## src/rtl/clk_div_prog.sv

```systemverilog
// Runtime-programmable integer divider with a 50% duty output for odd and even ratios.
// New ratio takes effect at the next period boundary; cfg_ready stays low while a ratio is pending.
module clk_div_prog #(
  parameter int CNT_W       = 8,
  parameter int DEFAULT_DIV = 3
) (
  input  logic             clk,
  input  logic             rst_n,
  input  logic             en,
  input  logic             cfg_valid,
  input  logic [CNT_W-1:0] cfg_div,
  output logic             cfg_ready,
  output logic             cfg_err,
  output logic             clk_out,
  output logic             tick
);

  typedef enum logic {PARK, RUN} state_t;

  localparam logic [CNT_W-1:0] DEF_DIV = CNT_W'(DEFAULT_DIV);
  localparam logic [CNT_W-1:0] ONE     = CNT_W'(1);
  localparam logic [CNT_W-1:0] TWO     = CNT_W'(2);

  state_t           state;
  logic [CNT_W-1:0] cnt_p;
  logic [CNT_W-1:0] n_act;
  logic             odd_act;
  logic [CNT_W-1:0] pend_div;
  logic             pend_vld;
  logic             clk_p;
  logic             clk_n;

  logic [CNT_W-1:0] half;
  logic [CNT_W-1:0] cnt_inc;
  logic             at_last;
  logic             xfer;
  logic             apply_pend;

  // High phase of clk_p: N/2 for even, (N+1)/2 for odd.
  assign half       = (n_act >> 1) + {{(CNT_W-1){1'b0}}, n_act[0]};
  assign cnt_inc    = cnt_p + ONE;
  assign at_last    = (cnt_p == (n_act - ONE));
  assign xfer       = cfg_valid & cfg_ready;
  assign apply_pend = pend_vld & ((state == PARK) | (at_last & en));

  always_ff @(posedge clk or negedge rst_n) begin
    if (!rst_n) begin
      state     <= PARK;
      cnt_p     <= '0;
      clk_p     <= 1'b0;
      tick      <= 1'b0;
      cfg_ready <= 1'b1;
      cfg_err   <= 1'b0;
      pend_vld  <= 1'b0;
      pend_div  <= '0;
      n_act     <= DEF_DIV;
      odd_act   <= DEF_DIV[0];
    end else begin
      tick    <= 1'b0;
      cfg_err <= 1'b0;

      if (apply_pend) begin
        n_act     <= pend_div;
        odd_act   <= pend_div[0];
        pend_vld  <= 1'b0;
        cfg_ready <= 1'b1;
      end

      case (state)
        PARK: begin
          cnt_p <= '0;
          clk_p <= 1'b0;
          if (en) begin
            state <= RUN;
            clk_p <= 1'b1;
            tick  <= 1'b1;
          end
        end
        RUN: begin
          if (at_last) begin
            cnt_p <= '0;
            if (en) begin
              clk_p <= 1'b1;
              tick  <= 1'b1;
            end else begin
              state <= PARK;
              clk_p <= 1'b0;
            end
          end else begin
            cnt_p <= cnt_inc;
            clk_p <= (cnt_inc < half);
          end
        end
        default: begin
          state <= PARK;
          cnt_p <= '0;
          clk_p <= 1'b0;
        end
      endcase

      // Pending is empty whenever cfg_ready is high, so this never collides with apply_pend.
      if (xfer) begin
        if (cfg_div >= TWO) begin
          pend_vld  <= 1'b1;
          pend_div  <= cfg_div;
          cfg_ready <= 1'b0;
        end else begin
          cfg_err <= 1'b1;
        end
      end
    end
  end

  always_ff @(negedge clk or negedge rst_n) begin
    if (!rst_n) begin
      clk_n <= 1'b0;
    end else begin
      clk_n <= clk_p;
    end
  end

  // Select only changes at a boundary, where clk_p rises and clk_n is low, so the mux cannot glitch.
  assign clk_out = odd_act ? (clk_p & clk_n) : clk_p;

  a_cnt_wrap: assert property (@(posedge clk) disable iff (!rst_n) cnt_p < n_act);
  a_ratio_legal: assert property (@(posedge clk) disable iff (!rst_n) n_act >= TWO);
  a_ready_vs_pend: assert property (@(posedge clk) disable iff (!rst_n) !(pend_vld && cfg_ready));
  a_park_quiet: assert property (@(posedge clk) disable iff (!rst_n) (state == PARK) |-> !tick);

endmodule

```

## config.mk

```make
export PLATFORM = sky130hd
export DESIGN_NAME = clk_div_prog
export DESIGN_NICKNAME = d
export VERILOG_FILES = /design/src/rtl/clk_div_prog.sv
export SDC_FILE = /design/constraint.sdc
export NUM_CORES = 1
export LEC_CHECK = 0
export CAP_MARGIN = 15
export CORE_ASPECT_RATIO = 1.75
export CORE_MARGIN = 2
export CORE_UTILIZATION = 53
export CTS_CLUSTER_SIZE = 40
export DETAILED_ROUTE_END_ITERATION = 10
export GPL_TIMING_DRIVEN = 0
export HOLD_SLACK_MARGIN = 0.12
export PLACE_DENSITY = 0.78
export SYNTH_ARGS = -nofsm -noshare
export SYNTH_HDL_FRONTEND = slang
export SYNTH_SLANG_ARGS = --single-unit
```

## constraint.sdc

```tcl
create_clock -name clk -period 6.1 [get_ports clk]
set_input_delay 0.61 -clock clk [delete_from_list [all_inputs] [get_ports clk]]
set_output_delay 0.61 -clock clk [all_outputs]
set_load 0.005 [all_outputs]
```

* Word level (Yosys, flattened, before mapping)
Index checks and enable logic that the tools add are counted.
** Storage, ports and cells
- Flip-flop bits (word level) :: 32
- Input bits :: 12
- Output and inout bits :: 4
- Word-level logic and storage cells :: 42
** Cells by class
- Add/sub/neg operators :: 3
- Order comparisons :: 2
- Equal/unequal tests :: 1
- Multiplexer cells :: 18
- Bitwise logic cells :: 6
- Reductions and logical operators :: 1
** Operators by type and width (number)
- 8-bit case mux with 2 select lines :: 1
- 1-bit 2-to-1 mux :: 13
- 7-bit by 1-bit adder with 8-bit output :: 1
- 8-bit by 1-bit adder with 8-bit output (second input constant) :: 1
- 8-bit equality test :: 1
- 8-bit by 2-bit >= comparator with 1-bit output (second input constant) :: 1
- 8-bit < comparator :: 1
- 8-bit 2-to-1 mux :: 1
- 8-bit by 1-bit subtractor with 8-bit output (second input constant) :: 1
- 1-bit case mux with 2 select lines :: 3
- 1-bit AND :: 4
- 2-bit AND reduction :: 1
- 1-bit NOT :: 1
- 1-bit OR :: 1

* Depth between registers and ports, before layout
- Depth in word-level cells :: 8
- Mapped depth :: 10
- Gate-level depth less buffers :: 10

==> metrics <==
outcome complete, no violations; Worst setup EP type primary output; die area 0.00377 mm^2; Cell Int Power 317 uW; crit-path cells o21a_1 -> clkdlybuf4s50_1; final hold vios 0; peak supply drop 0.174 mV; Ys Warns 0; drt pass-1 iters 5; RSZ-0062 raised after global routing false; number of global-route vias before repair 1315; Vias 1215; number of I/O pins 16; std cell rows 27; post-CTS sizing 0; met3 routed WL 120 um; Area Overhead vs Synth 19.1%; Die Span X 47.3 um; area of the placeable core 0.00314 mm^2; switching power 81.8 uW; DRT Wirelength 3480 um; synthesized net count 175; most used flip-flop cell after synthesis dfrtp_1; CTS tree done; RD Place Congestion 0.837; post-synth top area cell dfrtp_1; Final #Nets 198; Yosys top cell area share 38.8%; Final Hold Slack 500 ps; die height 79.8 um; crit path kind flop to primary output; total grt overflow 0; Syn Inst Count 152; setup TNS 0 ps; via-per-instance ratio 5.55; Final setup viols 0; LEAKAGE 0.959 nW; number of flops mapped to enable cells by yosys 0; Root Driver clkbuf_8; sequential share of power 51.6%; Hold-fix buffers, CTS 0; CP Buf/Inv Count 1; Slew HR 48.2%; Sw Ratio 20.5%; dpl cell area 0.00197 mm^2; WL met1 1240 um; worst slew pin tran 775 ps; part of the power in combinational logic 3.7%; Netlist cell types 35; H-tree depth 2; CP max FO 1; ys async rst share 100%; power per standard cell area 193 mW/mm^2; fin. max-slew vios 0; clock slew at reported path FFs 60 ps; DR iter-0 viols 22; wire length on met2 2000 um; Final Cell Area 0.00207 mm^2; Avg Inst Size Synth 11.4 um^2; worst endpoint required time 5490 ps; top cells by area, synth dfrtp_1, ha_1, mux2_4, xnor2_1, xor2_1; # diodes 0; initial antenna violation count 0; Synth Register Bits 31; # DRC 0; Max-Cap Viols 0; highest routed layer met4; register area share after synthesis 44.8%; max incr delay on CP 490 ps; Worst Hold Class flop to flop; Crit path arrival time 4320 ps; dominant delay contributor by cell family on the critical path buffers and inverters; Avg WL per Cell 15.9 um; Synth Cell Area 0.00174 mm^2; share of layout cells above drive strength 1 19.9%; Port Buffers 15; total CTS buffers 5; Tot GR Track Use 22.7%; detailed placement HPWL 2660 um; Starting Density 55.4%; Clk Latency, worst-skew pair 280 ps; maximum number of pins on one net before global-route repair 18; ANT nets after route 0; startpoint types flop; Post-CTS Setup Inserts 0; first-pass GRT wire length 5980 um; critical path's slowest cell clkdlybuf4s50_1; clock skew 10.8 ps; maximum clock path buffer count 2; Sink Count 31; Clk pwr share 44.7%
[path summary, 6_finish.rpt]
| check | start | to | slack (ps) | cells after the start |
|---|---|---|---|---|
| worst min-delay path | pend_div[2]$_DFFE_PN0P_ | n_act[2]$_DFFE_PN0P_ | 500 | 1 |
| worst max register to register | clk_p$_DFF_PN0_ | clk_n$_DFF_NN0_ | 2530 | 0 |
| worst max-delay path | clk_n$_DFF_NN0_ | clk_out | 1170 | 2 |
| min in group asynchronous | rst_n | cnt_p[4]$_DFF_PN0_ | 780 | 1 |
| max in group asynchronous | rst_n | clk_n$_DFF_NN0_ | 1880 | 1 |
| worst min register to register | pend_div[2]$_DFFE_PN0P_ | n_act[2]$_DFFE_PN0P_ | 500 | 1 |
[sequential cells by signal, indices dropped and copies added, names as in the netlist]
signal / count
pend_div: 8
cfg_err: 1
cfg_ready: 1
cnt_p: 8
clk_n: 1
pend_vld: 1
state: 1
clk_p: 1
tick: 1
n_act: 8
[layer usage]
layer  GRT usage, %  vias up
met5              0        -
met4           10.6        0
met1           24.8      596
met2           39.1       38
li1               -      568
met3           4.75       13
[per-stage QoR]
stage	worst slack, ps	cells	util, %	total power [mW]
final	1170	219	65.9	0.399
after global routing	1130	219	65.9	0.410
after CTS	1160	219	65.9	0.403
after detailed placement	1470	211	62.7	0.225
after global placement	962	210	61.8	0.222
after floorplan	1960	152	-	0.210
[power groups by stage]
stage / Sequential (mW) / Combinational (mW) / Clock (mW)
2_1_floorplan: 0.210 / 0.000464 / 0
3_3_place_gp: 0.209 / 0.0124 / 0
3_5_place_dp: 0.209 / 0.0151 / 0
4_1_cts: 0.206 / 0.0152 / 0.182
5_1_grt: 0.206 / 0.0166 / 0.188
6_report: 0.206 / 0.0148 / 0.178
[cell families after synthesis]
| logic type | Yosys count | synth area share, % |
|---|---|---|
| buffers and inverters | 10 | 3.02 |
| adders and majority gates | 11 | 7.91 |
| and+or+nand+nor | 45 | 14.1 |
| xor gates and xnor gates | 24 | 12.1 |
| DFF | 31 | 44.8 |
| muxes | 16 | 12.1 |
| AOI/OAI and AO/OA | 15 | 5.97 |
[cells in the mapped netlist, types with 2 or more instances]
| master | n |
|---|---|
| o21ai_0 | 3 |
| xnor2_1 | 13 |
| inv_1 | 4 |
| nand2_1 | 7 |
| o21a_1 | 4 |
| mux2_4 | 8 |
| nor3_1 | 2 |
| dfstp_2 | 3 |
| ha_1 | 11 |
| xor2_1 | 11 |
| a211oi_1 | 2 |
| nand2b_1 | 2 |
| dfrtp_1 | 27 |
| nand3_1 | 8 |
| and3_1 | 2 |
| nor2_1 | 9 |
| nor2b_1 | 7 |
| nor4_2 | 2 |
| mux2_2 | 8 |
| a21oi_1 | 2 |
| buf_2 | 3 |
[placed cells by master, fill, tap and decap left out, types with 2 or more instances in the layout]
cell type | synthesis | layout
a211oi_1 | 2 | 2
a21oi_1 | 2 | 2
and3_1 | 2 | 2
buf_2 | 3 | 3
clkbuf_1 | 1 | 2
clkbuf_8 | 0 | 7
clkdlybuf4s50_1 | 0 | 15
dfrtp_1 | 27 | 27
dfstp_2 | 3 | 3
ha_1 | 11 | 11
inv_1 | 4 | 4
mux2_2 | 8 | 8
mux2_4 | 8 | 8
nand2_1 | 7 | 7
nand2b_1 | 2 | 2
nand3_1 | 8 | 8
nor2_1 | 9 | 9
nor2b_1 | 7 | 7
nor3_1 | 2 | 2
nor4_2 | 2 | 2
o21a_1 | 4 | 4
o21ai_0 | 3 | 3
xnor2_1 | 13 | 13
xor2_1 | 11 | 11
[area by class of cell]
type / instances / area (um^2)
fill: 234 / 1070
multi-input combinational: 111 / 907
sequential: 31 / 779
timing repair buffer: 16 / 178
clock buffer: 8 / 100
tap: 43 / 53.8
buffer: 6 / 37.5
inverter: 4 / 15.0
No activity file was read; power rests on OpenSTA's default activity.
